==> src/rtl/vga_grid_renderer.sv <==
// Grid renderer for a VGA scan: tracks the cell under the beam with
// counters, fetches the cell status one cycle after publishing the address,
// and composes cursor, grid lines and per-cell shapes into an RGB444 pixel.
// Fixed 3-cycle latency from pixel coordinates to color_out.
module vga_grid_renderer #(
  parameter int          COLS       = 8,
  parameter int          ROWS       = 8,
  parameter int          CELL_W     = 80,
  parameter int          CELL_H     = 60,
  parameter int          LINE_HALF  = 2,
  parameter int          CUR_HALF   = 5,
  parameter int          CROSS_T    = 3,
  parameter logic [95:0] PALETTE    = {12'hFFF, 12'hF80, 12'h888, 12'h0FF,
                                       12'hF0F, 12'hFF0, 12'h0F0, 12'h000},
  parameter logic [15:0] SHAPE      = {2'd1, 2'd3, 2'd2, 2'd1,
                                       2'd2, 2'd3, 2'd1, 2'd0},
  parameter logic [11:0] BG_COLOR   = 12'h000,
  parameter logic [11:0] LINE_COLOR = 12'h00F,
  parameter logic [11:0] CUR_COLOR  = 12'hF00
) (
  input  logic        clk_in,
  input  logic        rst_n_in,
  input  logic        enable_in,
  input  logic [9:0]  pix_x_in,
  input  logic [9:0]  pix_y_in,
  input  logic [9:0]  cursor_x_in,
  input  logic [9:0]  cursor_y_in,
  output logic [3:0]  cell_x_out,
  output logic [3:0]  cell_y_out,
  input  logic [2:0]  status_in,
  output logic [11:0] color_out,
  output logic        sync_err_out
);

  localparam logic [9:0] COLS_L = 10'(COLS);
  localparam logic [9:0] ROWS_L = 10'(ROWS);
  localparam logic [9:0] CW_M1  = 10'(CELL_W - 1);
  localparam logic [9:0] CH_M1  = 10'(CELL_H - 1);
  localparam logic [9:0] LH_L   = 10'(LINE_HALF);
  localparam logic [9:0] XL_HI  = 10'(CELL_W - LINE_HALF + 1);
  localparam logic [9:0] YL_HI  = 10'(CELL_H - LINE_HALF + 1);
  localparam logic [9:0] CT_L   = 10'(CROSS_T);
  localparam logic [9:0] XF_HI  = 10'(CELL_W - CROSS_T);
  localparam logic [9:0] YF_HI  = 10'(CELL_H - CROSS_T);
  localparam logic [10:0] CUR_L = 11'(CUR_HALF);
  localparam logic signed [15:0] CW_S = 16'(CELL_W);
  localparam logic signed [15:0] CH_S = 16'(CELL_H);
  localparam logic signed [15:0] WH_S = 16'(CELL_W * CELL_H);
  localparam logic signed [15:0] TW_S = 16'(CROSS_T * CELL_W);

  // scan tracking state
  logic [9:0] prev_x_q, prev_x_d, prev_y_q, prev_y_d;
  logic [9:0] ox_q, ox_d, cx_q, cx_d, oy_q, oy_d, cy_q, cy_d;
  logic       x_sync_q, x_sync_d, y_sync_q, y_sync_d;
  logic       bad_q, bad_d, err_q, err_d;
  logic [3:0] cell_x_q, cell_x_d, cell_y_q, cell_y_d;
  logic       x_err, y_err;

  // stage 1: pixel context aligned with the counters
  logic       s1_en_q, s1_en_d, s1_blank_q, s1_blank_d;
  logic [9:0] s1_x_q, s1_x_d, s1_y_q, s1_y_d;
  logic [9:0] s1_curx_q, s1_curx_d, s1_cury_q, s1_cury_d;

  // stage 2: geometry flags waiting for the status lookup
  logic s2_en_q, s2_en_d, s2_blank_q, s2_blank_d, s2_oog_q, s2_oog_d;
  logic s2_cur_q, s2_cur_d, s2_line_q, s2_line_d;
  logic s2_cross_q, s2_cross_d, s2_frame_q, s2_frame_d;

  logic [11:0] color_q, color_d;

  logic signed [10:0] dx, dy;
  logic [10:0]        adx, ady;
  logic signed [15:0] ox_s, oy_s, d1, d2, a1, a2;
  logic               vline, hline;
  logic [1:0]         shape;
  logic [11:0]        pal;

  // cell counters: reload on coordinate zero, advance on +1 steps, flag jumps
  always_comb begin
    ox_d     = ox_q;
    cx_d     = cx_q;
    oy_d     = oy_q;
    cy_d     = cy_q;
    x_sync_d = x_sync_q;
    y_sync_d = y_sync_q;
    x_err    = 1'b0;
    y_err    = 1'b0;
    prev_x_d = pix_x_in;
    prev_y_d = pix_y_in;
    if (pix_x_in == 10'd0) begin
      ox_d     = '0;
      cx_d     = '0;
      x_sync_d = 1'b1;
    end else if (enable_in && x_sync_q) begin
      if (pix_x_in == prev_x_q + 10'd1) begin
        if (ox_q == CW_M1) begin
          ox_d = '0;
          cx_d = cx_q + 10'd1;
        end else begin
          ox_d = ox_q + 10'd1;
        end
      end else begin
        x_err = 1'b1;
      end
    end
    if (pix_y_in == 10'd0) begin
      oy_d     = '0;
      cy_d     = '0;
      y_sync_d = 1'b1;
    end else if (y_sync_q && (pix_y_in != prev_y_q)) begin
      if (pix_y_in == prev_y_q + 10'd1) begin
        if (oy_q == CH_M1) begin
          oy_d = '0;
          cy_d = cy_q + 10'd1;
        end else begin
          oy_d = oy_q + 10'd1;
        end
      end else if (enable_in) begin
        y_err = 1'b1;
      end
    end
    // a jump blanks the rest of the line; the flag itself never self-clears
    bad_d    = ((pix_x_in == 10'd0) ? 1'b0 : bad_q) | x_err | y_err;
    err_d    = err_q | x_err | y_err;
    cell_x_d = cell_x_q;
    cell_y_d = cell_y_q;
    if ((cx_d < COLS_L) && (cy_d < ROWS_L)) begin
      cell_x_d = cx_d[3:0];
      cell_y_d = cy_d[3:0];
    end
    s1_en_d    = enable_in;
    s1_blank_d = bad_d | ~x_sync_d | ~y_sync_d;
    s1_x_d     = pix_x_in;
    s1_y_d     = pix_y_in;
    s1_curx_d  = cursor_x_in;
    s1_cury_d  = cursor_y_in;
  end

  // tracking and stage-1 registers
  always_ff @(posedge clk_in or negedge rst_n_in) begin
    if (!rst_n_in) begin
      prev_x_q <= '0; prev_y_q <= '0;
      ox_q <= '0; cx_q <= '0; oy_q <= '0; cy_q <= '0;
      x_sync_q <= 1'b0; y_sync_q <= 1'b0;
      bad_q <= 1'b0; err_q <= 1'b0;
      cell_x_q <= '0; cell_y_q <= '0;
      s1_en_q <= 1'b0; s1_blank_q <= 1'b0;
      s1_x_q <= '0; s1_y_q <= '0; s1_curx_q <= '0; s1_cury_q <= '0;
    end else begin
      prev_x_q <= prev_x_d; prev_y_q <= prev_y_d;
      ox_q <= ox_d; cx_q <= cx_d; oy_q <= oy_d; cy_q <= cy_d;
      x_sync_q <= x_sync_d; y_sync_q <= y_sync_d;
      bad_q <= bad_d; err_q <= err_d;
      cell_x_q <= cell_x_d; cell_y_q <= cell_y_d;
      s1_en_q <= s1_en_d; s1_blank_q <= s1_blank_d;
      s1_x_q <= s1_x_d; s1_y_q <= s1_y_d; s1_curx_q <= s1_curx_d; s1_cury_q <= s1_cury_d;
    end
  end

  // geometry: cursor distance, grid lines and both shape masks
  always_comb begin
    dx   = $signed({1'b0, s1_x_q}) - $signed({1'b0, s1_curx_q});
    dy   = $signed({1'b0, s1_y_q}) - $signed({1'b0, s1_cury_q});
    adx  = (dx < 0) ? 11'(-dx) : 11'(dx);
    ady  = (dy < 0) ? 11'(-dy) : 11'(dy);
    ox_s = $signed({6'd0, ox_q});
    oy_s = $signed({6'd0, oy_q});
    d1   = ox_s * CH_S - oy_s * CW_S;
    d2   = ox_s * CH_S + oy_s * CW_S - WH_S;
    a1   = (d1 < 0) ? -d1 : d1;
    a2   = (d2 < 0) ? -d2 : d2;
    vline = ((cx_q >= 10'd1) && (ox_q <= LH_L)) ||
            ((cx_q + 10'd2 <= COLS_L) && (ox_q >= XL_HI));
    hline = ((cy_q >= 10'd1) && (oy_q <= LH_L)) ||
            ((cy_q + 10'd2 <= ROWS_L) && (oy_q >= YL_HI));
    s2_en_d    = s1_en_q;
    s2_blank_d = s1_blank_q;
    s2_oog_d   = !((cx_q < COLS_L) && (cy_q < ROWS_L));
    s2_cur_d   = (adx <= CUR_L) && (ady <= CUR_L);
    s2_line_d  = vline | hline;
    s2_cross_d = (a1 < TW_S) || (a2 < TW_S);
    s2_frame_d = (ox_q < CT_L) || (ox_q >= XF_HI) || (oy_q < CT_L) || (oy_q >= YF_HI);
  end

  // stage-2 registers
  always_ff @(posedge clk_in or negedge rst_n_in) begin
    if (!rst_n_in) begin
      s2_en_q <= 1'b0; s2_blank_q <= 1'b0; s2_oog_q <= 1'b0; s2_cur_q <= 1'b0;
      s2_line_q <= 1'b0; s2_cross_q <= 1'b0; s2_frame_q <= 1'b0;
    end else begin
      s2_en_q <= s2_en_d; s2_blank_q <= s2_blank_d; s2_oog_q <= s2_oog_d; s2_cur_q <= s2_cur_d;
      s2_line_q <= s2_line_d; s2_cross_q <= s2_cross_d; s2_frame_q <= s2_frame_d;
    end
  end

  // pixel composition: cursor over grid line over cell shape over background
  always_comb begin
    shape   = SHAPE[2*status_in +: 2];
    pal     = PALETTE[12*status_in +: 12];
    color_d = BG_COLOR;
    if (!s2_en_q) begin
      color_d = 12'h000;
    end else if (s2_blank_q) begin
      color_d = BG_COLOR;
    end else if (s2_cur_q) begin
      color_d = CUR_COLOR;
    end else if (s2_oog_q) begin
      color_d = BG_COLOR;
    end else if (s2_line_q) begin
      color_d = LINE_COLOR;
    end else begin
      case (shape)
        2'd1:    color_d = pal;
        2'd2:    color_d = s2_cross_q ? pal : BG_COLOR;
        2'd3:    color_d = s2_frame_q ? pal : BG_COLOR;
        default: color_d = BG_COLOR;
      endcase
    end
  end

  // output pixel register
  always_ff @(posedge clk_in or negedge rst_n_in) begin
    if (!rst_n_in) color_q <= '0;
    else           color_q <= color_d;
  end

  assign color_out    = color_q;
  assign cell_x_out   = cell_x_q;
  assign cell_y_out   = cell_y_q;
  assign sync_err_out = err_q;

endmodule
==> config.mk <==
export PLATFORM = sky130hd
export DESIGN_NAME = vga_grid_renderer
export DESIGN_NICKNAME = d
export VERILOG_FILES = /design/src/rtl/vga_grid_renderer.sv
export SDC_FILE = /design/constraint.sdc
export NUM_CORES = 1
export LEC_CHECK = 0
export ABC_AREA = 1
export BUFFER_PORTS_ARGS = -buffer_cell sky130_fd_sc_hd__buf_2
export CELL_PAD_IN_SITES_DETAIL_PLACEMENT = 1
export CELL_PAD_IN_SITES_GLOBAL_PLACEMENT = 2
export CORE_MARGIN = 2
export CORE_UTILIZATION = 28
export DETAILED_ROUTE_END_ITERATION = 10
export HOLD_SLACK_MARGIN = 0.12
export MAX_ROUTING_LAYER = met4
export PLACE_DENSITY = 0.79
export SETUP_SLACK_MARGIN = 0.5
export SLEW_MARGIN = 20
export SYNTH_ARGS = -nofsm -noshare
export SYNTH_HDL_FRONTEND = slang
export SYNTH_SLANG_ARGS = --single-unit
==> constraint.sdc <==
create_clock -name clk_in -period 6.6 [get_ports clk_in]
set_clock_uncertainty 0.1 [all_clocks]
set_input_delay 0 -clock clk_in [delete_from_list [all_inputs] [get_ports clk_in]]
set_output_delay 0 -clock clk_in [all_outputs]
set_load 0.01 [all_outputs]
==> qor_table.md, run 1 <==
| Step | Parameter | This run |
|---|---|---|
| cts | Clock sinks | 107 |
| yosys | Sequential area share after synthesis | 0.2352 |
| cells and area | Leading cell type in the layout, fill and taps excluded | sky130_fd_sc_hd__nand2_1 |
| power and ir drop | P_sw | 1.668 mW |
| route | Routed Wire Length | 34.82 mm |
| power and ir drop | Power density of the placed cells | 253.3 nW/um^2 |
| power and ir drop | Fraction of power consumed by the clock network | 0.172 |
| placement | Inst Count DP | 2246 |
| setup path | Worst path required time | 6.77 ns |
| yosys | Synth Instances | 1669 |
| setup path | CP Data Arrival Time | 5.75 ns |
| timing | Setup repair after global routing missed its margin | no |
| route | Routed length per instance | 15.04 um |
| cells and area | Share of post-route cells with drive strength above 1 | 0.08603 |
| placement | Routability congestion estimate from global placement | 0.8658 |
| cts | Source-to-sink clock delay at the later pin of the worst-skew pair | 0.39 ns |
| placement | Pre-CTS setup slack | 0.4618 ns |
| yosys | Seq cells post-synth | 107 |
| floorplan | Starting density of the core | 0.2853 |
| timing | Setup ws final | 1.019 ns |
| cts | Number of buffers inserted during clock tree synthesis | 9 |
| yosys | Summed instance area of the synthesized netlist | 11390 um^2 |
| cts | TritonCTS clock tree | built |
| timing | Worst Max-Slew Pin Slew | 0.9104 ns |
| power and ir drop | Peak VDD IR | 116.9 uV |
| global routing | Initial antenna violation count | 0 |
| setup path | Critical path class | reg2reg |
| route | Via count | 10830 |
| cells and area | Most frequent cells in the layout | sky130_fd_sc_hd__nand2_1 (437), sky130_fd_sc_hd__inv_1 (295), sky130_fd_sc_hd__nand3_1 (150) |
| placement | Number of port buffers | 66 |
| cts | CTS Root Buffer Type | sky130_fd_sc_hd__clkbuf_16 |
| setup path | Crit path capture type | flop |
| floorplan | Floorplan die height | 205.7 um |
| setup path | CP peak stage delay | 0.53 ns |
| timing | Fin. Hold Viols | 0 |
| timing | Max-slew headroom at the worst pin | 0.3930 |
| placement | Final HPWL DP | 28.39 mm |
| timing | Fmax | 0.1792 GHz |
| floorplan | Area of the die | 42290 um^2 |
| cells and area | Number of filler instances in the final layout | 5036 |
| global routing | Pin count of the biggest net entering global routing | 67 |
| yosys | Yosys top cell by area | sky130_fd_sc_hd__dfrtp_1 |
| cells and area | Final net count | 1978 |
| global routing | Global router's overall resource usage | 0.1764 |
| power and ir drop | Fraction of power consumed by combinational cells | 0.611 |
| hold path | Type of the most critical hold path | in2reg |
| setup path | Slowest library cell on the worst path | sky130_fd_sc_hd__fa_1 |
| floorplan | Ports placed on the boundary | 67 |
| yosys | Number of enable flip-flop cells after synthesis | 0 |
| run status | Status | finished, final reports clean |
| route | Detailed router's first-iteration violation count | 415 |
| cells and area | Non-filler cells in the finished layout | 2315 |
| power and ir drop | Sequential share of power | 0.217 |
| timing | Final worst-path cycle share | 0.8456 |
| power and ir drop | Fraction of power spent switching nets | 0.5003 |
| cts | Clock-pin transition on the worst setup and hold timing paths | 0.08 ns |
| yosys | Share of Yosys cell area claimed by the top area cell type | 0.2352 |
| timing | Setup TNS | 0 ns |
| route | Remaining routing DRC violations | 0 |
| yosys | Count of cell types in the netlist | 47 |
| global routing | Final global-route overflow total | 0 |
| timing | Number of slew-limit violations in the final report | 0 |
| yosys | Yosys synthesis warning count | 0 |
| setup path | Most common cell type on the critical path | sky130_fd_sc_hd__nand2_1 |
| yosys | Post-Syn Nets | 1862 |
| setup path | Critical Path Start Type | flop |
| setup path | Largest fanout on the critical path | 6 |
| yosys | Post-synth top flop | sky130_fd_sc_hd__dfrtp_1 |
| yosys | Cells taking the most area after synthesis | sky130_fd_sc_hd__dfrtp_1 (24%), sky130_fd_sc_hd__nand2_1 (14%), sky130_fd_sc_hd__ha_1 (14%) |
| floorplan | Die outline width | 205.7 um |
| route | Via-per-instance ratio | 4.677 |
| flow run | MaxCap Viol Count | 0 |
| power and ir drop | Internal power | 1.666 mW |
| global routing | Wire length of the first global-routing pass | 57.70 mm |
| floorplan | Site Rows | 73 |
| timing | Final setup violation count | 0 |
| power and ir drop | Leakage power summed over all cells | 6.892 nW |
| route | Routed Antenna Nets | 0 |
| cts | Level count of the clock H-tree | 3 |
| floorplan | Core outline area | 39910 um^2 |
| route | Number of optimization iterations in the first detailed-route pass | 5 |
| cts | Max Buffers Root-to-Sink | 2 |
| yosys | Average size of a mapped cell | 6.822 um^2 |
| yosys | Synth async-reset ratio | 1.000 |
| cells and area | Area Growth Syn to Fin | 15.58% |
| cells and area | Number of antenna diodes | 0 |
| timing | Final critical-path required period | 5.581 ns |
| global routing | Number of global-route vias before repair | 11380 |
layout make-up:
type                            count  area (um^2)  area share
Clock inverter                      5        43.79    0.003328
Sequential cell                   107         2683      0.2038
Tap cell                          525        656.9     0.04991
Multi-Input combinational cell   1239         7477      0.5682
Clock buffer                       11        252.7     0.01921
Inverter                          308         1171     0.08899
Timing Repair Buffer              120        875.8     0.06655
registers in the layout, indices dropped and copies added (netlist names), 4 cells and up:
register    count
cx_q           10
oy_q           10
cell_x_out      4
cy_q           10
s1_y_q         10
ox_q           10
s1_x_q         10
s1_curx_q      10
color_out       6
cell_y_out      4
s1_cury_q      10
worst max-delay path: cells and delay by family, from the launching register on:
kind            cells  cell delay, ns
compound gates      6            0.95
fa+ha+maj           5            2.08
simple gates       12            1.11
flops               1            0.43
buf+inv             6            0.56
xor+xnor            1            0.23
power groups by stage:
stage          registers [mW]  clock network, mW  logic, mW
2_1_floorplan           0.723                  0       1.49
3_3_place_gp            0.734                  0       1.95
3_5_place_dp            0.735                  0       2.00
4_1_cts                 0.722              0.601       2.04
5_1_grt                 0.728              0.623       2.34
6_report                0.723              0.573       2.04
worst paths after layout:
check                          startpoint  slack [ns]  cells after the start           end
setup / recovery                  ox_q[3]        1.02                     30    s2_cross_q
hold / removal             cursor_x_in[6]        0.16                      2  s1_curx_q[6]
setup reg to reg                  ox_q[3]        1.02                     30    s2_cross_q
hold reg to reg                   s1_en_q        0.26                      0       s2_en_q
max in group asynchronous        rst_n_in        4.88                      4       ox_q[0]
min in group asynchronous        rst_n_in        0.58                      4       cy_q[7]
kinds of logic after synthesis:
| kind of cell | share of synthesized area |
|---|---|
| and+or+nand+nor | 0.3312 |
| DFF | 0.2352 |
| xor gates and xnor gates | 0.06154 |
| buffers and inverters | 0.1107 |
| adders and majority gates | 0.1760 |
| AOI/OAI and AO/OA | 0.08539 |
layer usage:
layer	up-vias	part of all wire	wire, um	track usage
met2	85	0.48	16710	0.3000
met5	-	0	0	-
met4	0	0.013	462	0.03931
met1	5198	0.49	16970	0.2245
met3	21	0.019	671	0.01996
li1	5524	-	-	-
synthesized netlist by cell type, drive strengths merged (26+ instances only):
cell   instances
xor2          54
nand2        448
nand4         45
nor2         153
dfrtp        107
xnor2         26
nand3        156
ha           125
inv          305
o21ai         43
a21oi         61
stage by stage:
step / util / instance area, um^2 / power, mW / hold slack, ns
after floorplan: - / 11390 / 2.213 / -0.3956
after global placement: 0.3078 / 12290 / 2.683 / -0.06443
after detailed placement: 0.3078 / 12290 / 2.735 / -0.05621
after CTS: 0.3278 / 13080 / 3.358 / 0.1326
after global routing: 0.3297 / 13160 / 3.686 / 0.1502
final: 0.3297 / 13160 / 3.334 / 0.1603
what timing repair did:
| action | CTS | global route |
|---|---|---|
| resized for setup | 1 | 15 |
| hold buffers | 48 | 0 |
| pin swaps | 0 | 1 |
| endpoints found under the hold margin | 89 | 0 |
| setup buffers | 0 | 5 |
| setup endpoints to repair | 1 | 1 |
No activity file was read; power rests on OpenSTA's default activity.
==> inputs of run 2 (changes only) <==
- ABC_AREA: 1 -> 0
- PLACE_DENSITY: 0.79 -> 0.74
- clock period: 6.6 -> 5.5 ns (I/O delays scaled with it)
==> run 2 against run 1 <==
Effect of this change: the flow now finishes with violations (negative setup slack); via count down 17%; register-to-register slack worse by 1.1 ns; core utilization up 1.6 points; worst hold slack worse by 0.0084 ns; critical path depth down 7; non-clock buffer count up 58; routed wire length down 16%; setup slack worse by 1.1 ns; synthesized cell count down 29%; clock-buffer cell count up 1; first-iteration DRC count down 12%; die area down 11%; critical endpoint unchanged; largest cell class unchanged.
==> qor_table.md, run 2 <==
| Step | Parameter | This run | vs previous |
|---|---|---|---|
| setup path | Critical path buffers and inverters | 2 | was 6 |
| setup path | Crit path capture type | flop | unchanged |
| route | Met3 Wirelength | 789 um | was 671 um |
| setup path | CP Data Arrival Time | 5.70 ns | was 5.75 ns |
| placement | Pre-CTS setup slack | -0.2427 ns | was 0.4618 ns |
| cells and area | Most frequent cells in the layout | sky130_fd_sc_hd__ha_1 (121), sky130_fd_sc_hd__inv_1 (116), sky130_fd_sc_hd__nor2_1 (111) | was sky130_fd_sc_hd__nand2_1 (437), sky130_fd_sc_hd__inv_1 (295), sky130_fd_sc_hd__nand3_1 (150) |
| yosys | Yosys synthesis warning count | 0 | unchanged |
| route | Via-per-instance ratio | 4.985 | was 4.677 |
| placement | Number of port buffers | 66 | unchanged |
| cells and area | Number of antenna diodes | 0 | unchanged |
| setup path | Cell family contributing the most delay on the critical path | adder cells | unchanged |
| flow run | MaxCap Viol Count | 0 | unchanged |
| yosys | Synth Instances | 1178 | was 1669 |
| timing | Worst Max-Slew Pin Slew | 1.058 ns | was 0.9104 ns |
| timing | Final worst-path cycle share | 1.010 | was 0.8456 |
| cells and area | Number of filler instances in the final layout | 4211 | was 5036 |
| placement | Final HPWL DP | 23.23 mm | was 28.39 mm |
| setup path | Critical path class | reg2reg | unchanged |
| route | Remaining routing DRC violations | 0 | unchanged |
| setup path | WP depth | 23 | was 30 |
| placement | Routability congestion estimate from global placement | 0.8219 | was 0.8658 |
| placement | Placed Instance Area | 11440 um^2 | was 12290 um^2 |
| cts | Number of buffers inserted during clock tree synthesis | 9 | unchanged |
| floorplan | Ports placed on the boundary | 67 | unchanged |
| yosys | Sequential area share after synthesis | 0.2646 | was 0.2352 |
| floorplan | Die outline width | 194.1 um | was 205.7 um |
| global routing | Wire length of the first global-routing pass | 48.36 mm | was 57.70 mm |
| timing | Fmax | 0.1801 GHz | was 0.1792 GHz |
| floorplan | Core outline area | 35570 um^2 | was 39910 um^2 |
| timing | Setup ws final | -0.05233 ns | was 1.019 ns |
| yosys | Average size of a mapped cell | 8.592 um^2 | was 6.822 um^2 |
| route | Number of optimization iterations in the first detailed-route pass | 5 | unchanged |
| floorplan | Site Rows | 69 | was 73 |
| timing | Max-slew headroom at the worst pin | 0.2857 | was 0.3930 |
| timing | Final critical-path required period | 5.552 ns | was 5.581 ns |
| cells and area | Share of post-route cells with drive strength above 1 | 0.1502 | was 0.08603 |
| route | Met1 wire length | 14.32 mm | was 16.97 mm |
| cells and area | Area Growth Syn to Fin | 21.57% | was 15.58% |
| setup path | Reg-to-Reg Start | ox_q[2] | was ox_q[3] |
| yosys | Share of Yosys cell area claimed by the top area cell type | 0.2646 | was 0.2352 |
| timing | Setup repair after global routing missed its margin | yes | was no |
| cts | TritonCTS clock tree | built | unchanged |
| setup path | Largest fanout on the critical path | 3 | was 6 |
| global routing | Initial antenna violation count | 1 | was 0 |
| yosys | Post-synth top flop | sky130_fd_sc_hd__dfrtp_1 | unchanged |
| yosys | Yosys top cell by area | sky130_fd_sc_hd__dfrtp_1 | unchanged |
| setup path | Register-to-register setup slack | -0.05 ns | was 1.02 ns |
| global routing | Number of global-route vias before repair | 9285 | was 11380 |
| yosys | Number of enable flip-flop cells after synthesis | 0 | unchanged |
| global routing | Global router's overall resource usage | 0.1612 | was 0.1764 |
| setup path | Slowest library cell on the worst path | sky130_fd_sc_hd__fa_1 | unchanged |
| global routing | Final global-route overflow total | 0 | unchanged |
| setup path | Critical Path Start Type | flop | unchanged |
| route | Routed length per instance | 16.16 um | was 15.04 um |
| yosys | Synth async-reset ratio | 1.000 | unchanged |
| yosys | Count of cell types in the netlist | 73 | was 47 |
| setup path | Cell-by-cell listing of the critical path | fa_1 > inv_1 > fa_1 > inv_2 > ha_4 > a211oi_2 > nor2_1 > o21a_1 > o21ai_1 > nand2_1 > a21oi_2 > xnor2_2 > ha_1 > ha_2 > or3_4 > o221a_4 > o41ai_4 > xnor2_1 > xnor3_1 > or4_4 > o221ai_2 > and3_1 > o31ai_1 |  |
| setup path | CP peak stage delay | 0.56 ns | was 0.53 ns |
| hold path | Type of the most critical hold path | in2async | was in2reg |
| yosys | Post-Syn Nets | 1371 | was 1862 |
| cells and area | Final design area excluding fillers | 12300 um^2 | was 13160 um^2 |
| yosys | Top-count cell post-synth | sky130_fd_sc_hd__ha_1 | was sky130_fd_sc_hd__nand2_1 |
| setup path | Endpoint of the worst setup timing path | s2_cross_q | unchanged |
| timing | Final setup violation count | 1 | was 0 |
| power and ir drop | Power density of the placed cells | 148.8 nW/um^2 | was 253.3 nW/um^2 |
| yosys | Cells taking the most area after synthesis | sky130_fd_sc_hd__dfrtp_1 (26%), sky130_fd_sc_hd__ha_1 (15%), sky130_fd_sc_hd__xnor2_1 (4.9%) | was sky130_fd_sc_hd__dfrtp_1 (24%), sky130_fd_sc_hd__nand2_1 (14%), sky130_fd_sc_hd__ha_1 (14%) |
| setup path | Launch point of the worst path | ox_q[2] | was ox_q[3] |
| setup path | Crit Reg-Reg Endpoint | s2_cross_q | unchanged |
| route | Detailed router's first-iteration violation count | 367 | was 415 |
| setup path | Worst reg-to-reg path cell count | 23 | was 30 |
| timing | Number of slew-limit violations in the final report | 0 | unchanged |
| route | Top layer reached by signal wires | met4 | unchanged |
| power and ir drop | Leakage power summed over all cells | 5.766 nW | was 6.892 nW |
| floorplan | Floorplan die height | 194.1 um | was 205.7 um |
| cells and area | Final net count | 1533 | was 1978 |
| route | Routed Antenna Nets | 0 | unchanged |
| run status | Violations in the final reports | negative setup slack |  |
| power and ir drop | Peak VDD IR | 141.9 uV | was 116.9 uV |
| global routing | Pin count of the biggest net entering global routing | 57 | was 67 |
| yosys | Summed instance area of the synthesized netlist | 10120 um^2 | was 11390 um^2 |
| placement | Inst Count DP | 1739 | was 2246 |
| yosys | Seq cells post-synth | 107 | unchanged |
| cts | Clock-pin transition on the worst setup and hold timing paths | 0.08 ns | about the same |
| floorplan | Area of the die | 37680 um^2 | was 42290 um^2 |
| cells and area | Leading cell type in the layout, fill and taps excluded | sky130_fd_sc_hd__ha_1 | was sky130_fd_sc_hd__nand2_1 |
| cts | Clock sinks | 107 | unchanged |
| cts | Max Buffers Root-to-Sink | 2 | unchanged |
| cts | Level count of the clock H-tree | 3 | unchanged |
| route | Routed Wire Length | 29.19 mm | was 34.82 mm |
| route | Detailed-routed wire length on met2 | 13.59 mm | was 16.71 mm |
| floorplan | Starting density of the core | 0.2845 | was 0.2853 |
| timing | Fin. Hold Viols | 0 | unchanged |
| run status | Status | finished with violations | was finished, final reports clean |
| cells and area | Non-filler cells in the finished layout | 1806 | was 2315 |
| cts | CTS Root Buffer Type | sky130_fd_sc_hd__clkbuf_16 | unchanged |
| yosys | Cell types with the highest counts after synthesis | sky130_fd_sc_hd__ha_1 (125), sky130_fd_sc_hd__inv_1 (122), sky130_fd_sc_hd__nor2_1 (113) | was sky130_fd_sc_hd__nand2_1 (438), sky130_fd_sc_hd__inv_1 (299), sky130_fd_sc_hd__nand3_1 (150) |
| setup path | Worst path required time | 5.65 ns | was 6.77 ns |
| route | Via count | 9003 | was 10830 |
| cts | Source-to-sink clock delay at the later pin of the worst-skew pair | 0.37 ns | was 0.39 ns |
| setup path | Most common cell type on the critical path | sky130_fd_sc_hd__fa_1 | was sky130_fd_sc_hd__nand2_1 |
[run 2: changes by cell type after synthesis, sizes merged, moves of 16 or more]
cell	delta
o21ai	+20
nand4	-34
a211oi	+16
xnor2	+31
and3	+19
inv	-183
nor2	-40
nand3	-120
xor2	-19
nand2	-381
clkbuf	+16
[run 2: layout make-up]
type	count	area (um^2)	share of cell area
multi-input combinational	922	7013	0.5700
sequential	107	2680	0.2178
inverter	122	460.4	0.03742
timing repair buffer	178	1295	0.1052
clock buffer	12	246.5	0.02003
tap	461	576.8	0.04688
clock inverter	4	32.53	0.002644
[run 2: stage by stage]
stage	hold WS [ns]	util	power [mW]	TNS, ns
finish	0.1519	0.3459	1.831	-0.05233
global route	0.1546	0.3459	1.939	-0.2904
CTS	0.1533	0.3433	1.862	-0.1098
detailed placement	0.009407	0.3215	1.171	-0.2427
global placement	0.007677	0.3215	1.163	-0.06548
floorplan	-0.3956	-	1.056	0
[run 2: kinds of logic (layout without fill, tap and decap cells)]
family,Yosys count,count (layout),synth area share
simple gates,398,398,0.2029
compound gates,267,267,0.1726
buf+inv,149,316,0.05897
fa+ha+maj,148,148,0.1990
flops,107,107,0.2646
xor+xnor,94,94,0.08406
mux,15,15,0.01793
[run 2: power by group]
group	total [mW]	switching (mW)	internal (mW)
Clock	0.651	0.326	0.324
Sequential	0.829	0.0211	0.807
Combinational	0.352	0.200	0.152
[run 2: timing repair]
item | 4_1_cts | 5_1_grt
resized for setup | 7 | 12
pin swaps | 6 | 16
hold endpoints to repair | 105 | 0
setup buffers | 0 | 4
hold buffers | 47 | 0
setup endpoints to repair | 1 | 1
[run 2: per-layer routing]
metal | GRT usage | vias up
li1 | - | 4461
met1 | 0.2184 | 4427
met2 | 0.2562 | 91
met3 | 0.01879 | 24
met4 | 0.04012 | 0
met5 | - | -
[run 2: how the worst min path moves through the flow]
stage,start,end,slack (ns),cells after the start
2_1_floorplan,rst_n_in,bad_q,-0.40,0
3_3_place_gp,rst_n_in,s1_y_q[6],0.008,1
3_5_place_dp,cursor_y_in[3],s1_cury_q[3],0.009,1
4_1_cts,cursor_x_in[6],s1_curx_q[6],0.15,2
5_1_grt,cursor_x_in[6],s1_curx_q[6],0.15,2
6_report,rst_n_in,cy_q[5],0.15,2
==> inputs of run 3 (changes only) <==
- BUFFER_PORTS_ARGS: -buffer_cell sky130_fd_sc_hd__buf_2 -> -buffer_cell sky130_fd_sc_hd__clkbuf_2
- CORE_UTILIZATION: 28 -> 39
- PLACE_DENSITY: 0.74 -> 0.94
==> run 3 against run 2 <==
Effect of this change: the flow still finishes with violations (negative setup slack); register-to-register slack got worse by 0.15 ns; total power rose by 2.5%; critical path depth rose by 2; clock power rose by 4.9%; first-iteration DRC count rose by 39%; clock-buffer cell count fell by 3; combinational power rose by 3%; core utilization rose by 13 points.
==> qor_table.md, run 3 (synthesis gave the netlist of run 2 again) <==
| Step | Parameter | This run | vs previous |
|---|---|---|---|
| timing | Number of slew-limit violations in the final report | 0 | unchanged |
| global routing | Final global-route overflow total | 0 | unchanged |
| route | Routed length per instance | 18.44 um | was 16.16 um |
| setup path | Critical Path Start Type | flop | unchanged |
| cells and area | Final design area excluding fillers | 12070 um^2 | was 12300 um^2 |
| setup path | Critical path class | reg2reg | unchanged |
| placement | Final HPWL DP | 22.43 mm | was 23.23 mm |
| timing | Final worst-path cycle share | 1.037 | was 1.010 |
| setup path | Slowest library cell on the worst path | sky130_fd_sc_hd__fa_1 | unchanged |
| global routing | Initial antenna violation count | 1 | unchanged |
| timing | Worst Max-Slew Pin Slew | 0.9332 ns | was 1.058 ns |
| route | Remaining routing DRC violations | 0 | unchanged |
| setup path | WP depth | 25 | was 23 |
| setup path | Critical path buffers and inverters | 1 | was 2 |
| cts | Level count of the clock H-tree | 3 | unchanged |
| cells and area | Multi-input gate area | 7009 um^2 | was 7013 um^2 |
| power and ir drop | Internal power | 1.281 mW | was 1.284 mW |
| cts | Number of buffers inserted during clock tree synthesis | 9 | unchanged |
| cells and area | Non-filler cells in the finished layout | 1665 | was 1806 |
| placement | Routability congestion estimate from global placement | 0.8635 | was 0.8219 |
| floorplan | Floorplan die height | 165.1 um | was 194.1 um |
| global routing | Number of global-route vias before repair | 9580 | was 9285 |
| global routing | Wire length of the first global-routing pass | 49.05 mm | was 48.36 mm |
| setup path | Register-to-register setup slack | -0.20 ns | was -0.05 ns |
| setup path | CP Data Arrival Time | 5.85 ns | was 5.70 ns |
| floorplan | Core outline area | 25330 um^2 | was 35570 um^2 |
| floorplan | Site Rows | 58 | was 69 |
| cts | Clock-pin transition on the worst setup and hold timing paths | 0.08 ns | about the same |
| timing | Fmax | 0.1754 GHz | was 0.1801 GHz |
| setup path | Crit Reg-Reg Endpoint | s2_cross_q | unchanged |
| power and ir drop | Power density of the placed cells | 155.5 nW/um^2 | was 148.8 nW/um^2 |
| run status | Violations in the final reports | negative setup slack | unchanged |
| global routing | Global router's overall resource usage | 0.2321 | was 0.1612 |
| route | Number of optimization iterations in the first detailed-route pass | 5 | unchanged |
| hold path | Type of the most critical hold path | in2async | unchanged |
| placement | Inst Count DP | 1595 | was 1739 |
| cells and area | Register area | 2680 um^2 | unchanged |
| run status | Status | finished with violations | unchanged |
| cts | CTS Root Buffer Type | sky130_fd_sc_hd__clkbuf_16 | unchanged |
| setup path | Worst path required time | 5.65 ns | about the same |
| power and ir drop | Fraction of power consumed by the clock network | 0.364 | was 0.355 |
| floorplan | Ports placed on the boundary | 67 | unchanged |
| power and ir drop | Leakage power summed over all cells | 5.718 nW | was 5.766 nW |
| setup path | Largest fanout on the critical path | 3 | unchanged |
| route | Routed Wire Length | 30.71 mm | was 29.19 mm |
| timing | Setup ws final | -0.2023 ns | was -0.05233 ns |
| route | Detailed router's first-iteration violation count | 511 | was 367 |
| cells and area | Most frequent cells in the layout | sky130_fd_sc_hd__ha_1 (120), sky130_fd_sc_hd__inv_1 (117), sky130_fd_sc_hd__nor2_1 (112) | was sky130_fd_sc_hd__ha_1 (121), sky130_fd_sc_hd__inv_1 (116), sky130_fd_sc_hd__nor2_1 (111) |
| setup path | Worst reg-to-reg path cell count | 25 | was 23 |
| setup path | CP peak stage delay | 0.57 ns | was 0.56 ns |
| cells and area | Leading cell type in the layout, fill and taps excluded | sky130_fd_sc_hd__ha_1 | unchanged |
| cells and area | Number of antenna diodes | 0 | unchanged |
| placement | Number of port buffers | 66 | unchanged |
| route | Via count | 9255 | was 9003 |
| cells and area | Share of post-route cells with drive strength above 1 | 0.1453 | was 0.1502 |
| timing | Setup repair after global routing missed its margin | yes | unchanged |
| setup path | Launch point of the worst path | ox_q[1] | was ox_q[2] |
| floorplan | Die outline width | 165.1 um | was 194.1 um |
| placement | Placed Instance Area | 11180 um^2 | was 11440 um^2 |
| power and ir drop | Fraction of power consumed by combinational cells | 0.193 | was 0.192 |
| cells and area | Final net count | 1523 | was 1533 |
| power and ir drop | Post-route total power | 1.876 mW | was 1.831 mW |
| setup path | Reg-to-Reg Start | ox_q[1] | was ox_q[2] |
| flow run | MaxCap Viol Count | 0 | unchanged |
| timing | Final critical-path required period | 5.702 ns | was 5.552 ns |
| cells and area | Number of filler instances in the final layout | 3004 | was 4211 |
| floorplan | Area of the die | 27260 um^2 | was 37680 um^2 |
| floorplan | Starting density of the core | 0.3996 | was 0.2845 |
| cts | TritonCTS clock tree | built | unchanged |
| timing | Fin. Hold Viols | 0 | unchanged |
| setup path | Endpoint of the worst setup timing path | s2_cross_q | unchanged |
| timing | Setup TNS | -0.2023 ns | was -0.05233 ns |
| timing | Final setup violation count | 1 | unchanged |
| power and ir drop | Sequential share of power | 0.443 | was 0.452 |
| setup path | Crit path capture type | flop | unchanged |
| cells and area | Area Growth Syn to Fin | 19.26% | was 21.57% |
| power and ir drop | Peak VDD IR | 157.2 uV | was 141.9 uV |
| route | Routed Antenna Nets | 0 | unchanged |
| timing | Max-slew headroom at the worst pin | 0.3711 | was 0.2857 |
| cts | Clock sinks | 107 | unchanged |
| global routing | Pin count of the biggest net entering global routing | 61 | was 57 |
| cts | Source-to-sink clock delay at the later pin of the worst-skew pair | 0.37 ns | about the same |
| power and ir drop | Fraction of power spent switching nets | 0.3173 | was 0.2990 |
| power and ir drop | P_sw | 0.5953 mW | was 0.5475 mW |
| setup path | Cell family contributing the most delay on the critical path | adder cells | unchanged |
| cts | Max Buffers Root-to-Sink | 2 | unchanged |
| route | Via-per-instance ratio | 5.559 | was 4.985 |
-- run 3: timing repair --
item | in CTS | in global routing
endpoints found under the hold margin | 99 | 0
hold buffers | 47 | 0
setup endpoints to repair | 1 | 6
buffers inserted | 1 | 6
resized for setup | 4 | 15
pin swaps | 5 | 20
gates cloned | 0 | 0
-- run 3: layout make-up --
cell class	instances	share of cell area
timing repair buffer	168	0.1008
multi-input combinational	922	0.5807
sequential	107	0.2220
inverter	122	0.03815
clock inverter	7	0.005494
tap	330	0.03421
clock buffer	9	0.01866
-- run 3: stage by stage --
step / hold WS (ns) / setup slack, ns / util
after floorplan: -0.3956 / 0.1091 / -
after CTS: 0.1386 / -0.1533 / 0.4722
final: 0.09849 / -0.2023 / 0.4766
after detailed placement: -0.03176 / -0.2690 / 0.4413
after global placement: -0.03079 / -0.02519 / 0.4413
after global routing: 0.1512 / -0.4022 / 0.4766
-- run 3: power by group through the flow --
| stage | registers, mW | logic [mW] | clock network, mW |
|---|---|---|---|
| after CTS | 0.830 | 0.356 | 0.677 |
| final | 0.832 | 0.362 | 0.683 |
| after floorplan | 0.839 | 0.218 | 0 |
| after global routing | 0.835 | 0.400 | 0.722 |
| after global placement | 0.844 | 0.311 | 0 |
| after detailed placement | 0.845 | 0.326 | 0 |
-- run 3: worst min-delay path by stage --
stage               startpoint           end  cells past startpoint
finish                rst_n_in  s1_cury_q[3]                      2
global placement      rst_n_in  s1_cury_q[2]                      1
CTS                   rst_n_in  s1_cury_q[2]                      2
detailed placement    rst_n_in  s1_cury_q[2]                      1
floorplan             rst_n_in         bad_q                      0
global route          rst_n_in  s1_cury_q[3]                      2
-- run 3: metal layers --
layer	vias to the layer above	routed length [um]	track usage
met5	-	0	-
met4	0	691	0.05889
met3	50	732	0.02373
met2	147	15110	0.3941
met1	4593	14170	0.2974
li1	4465	-	-
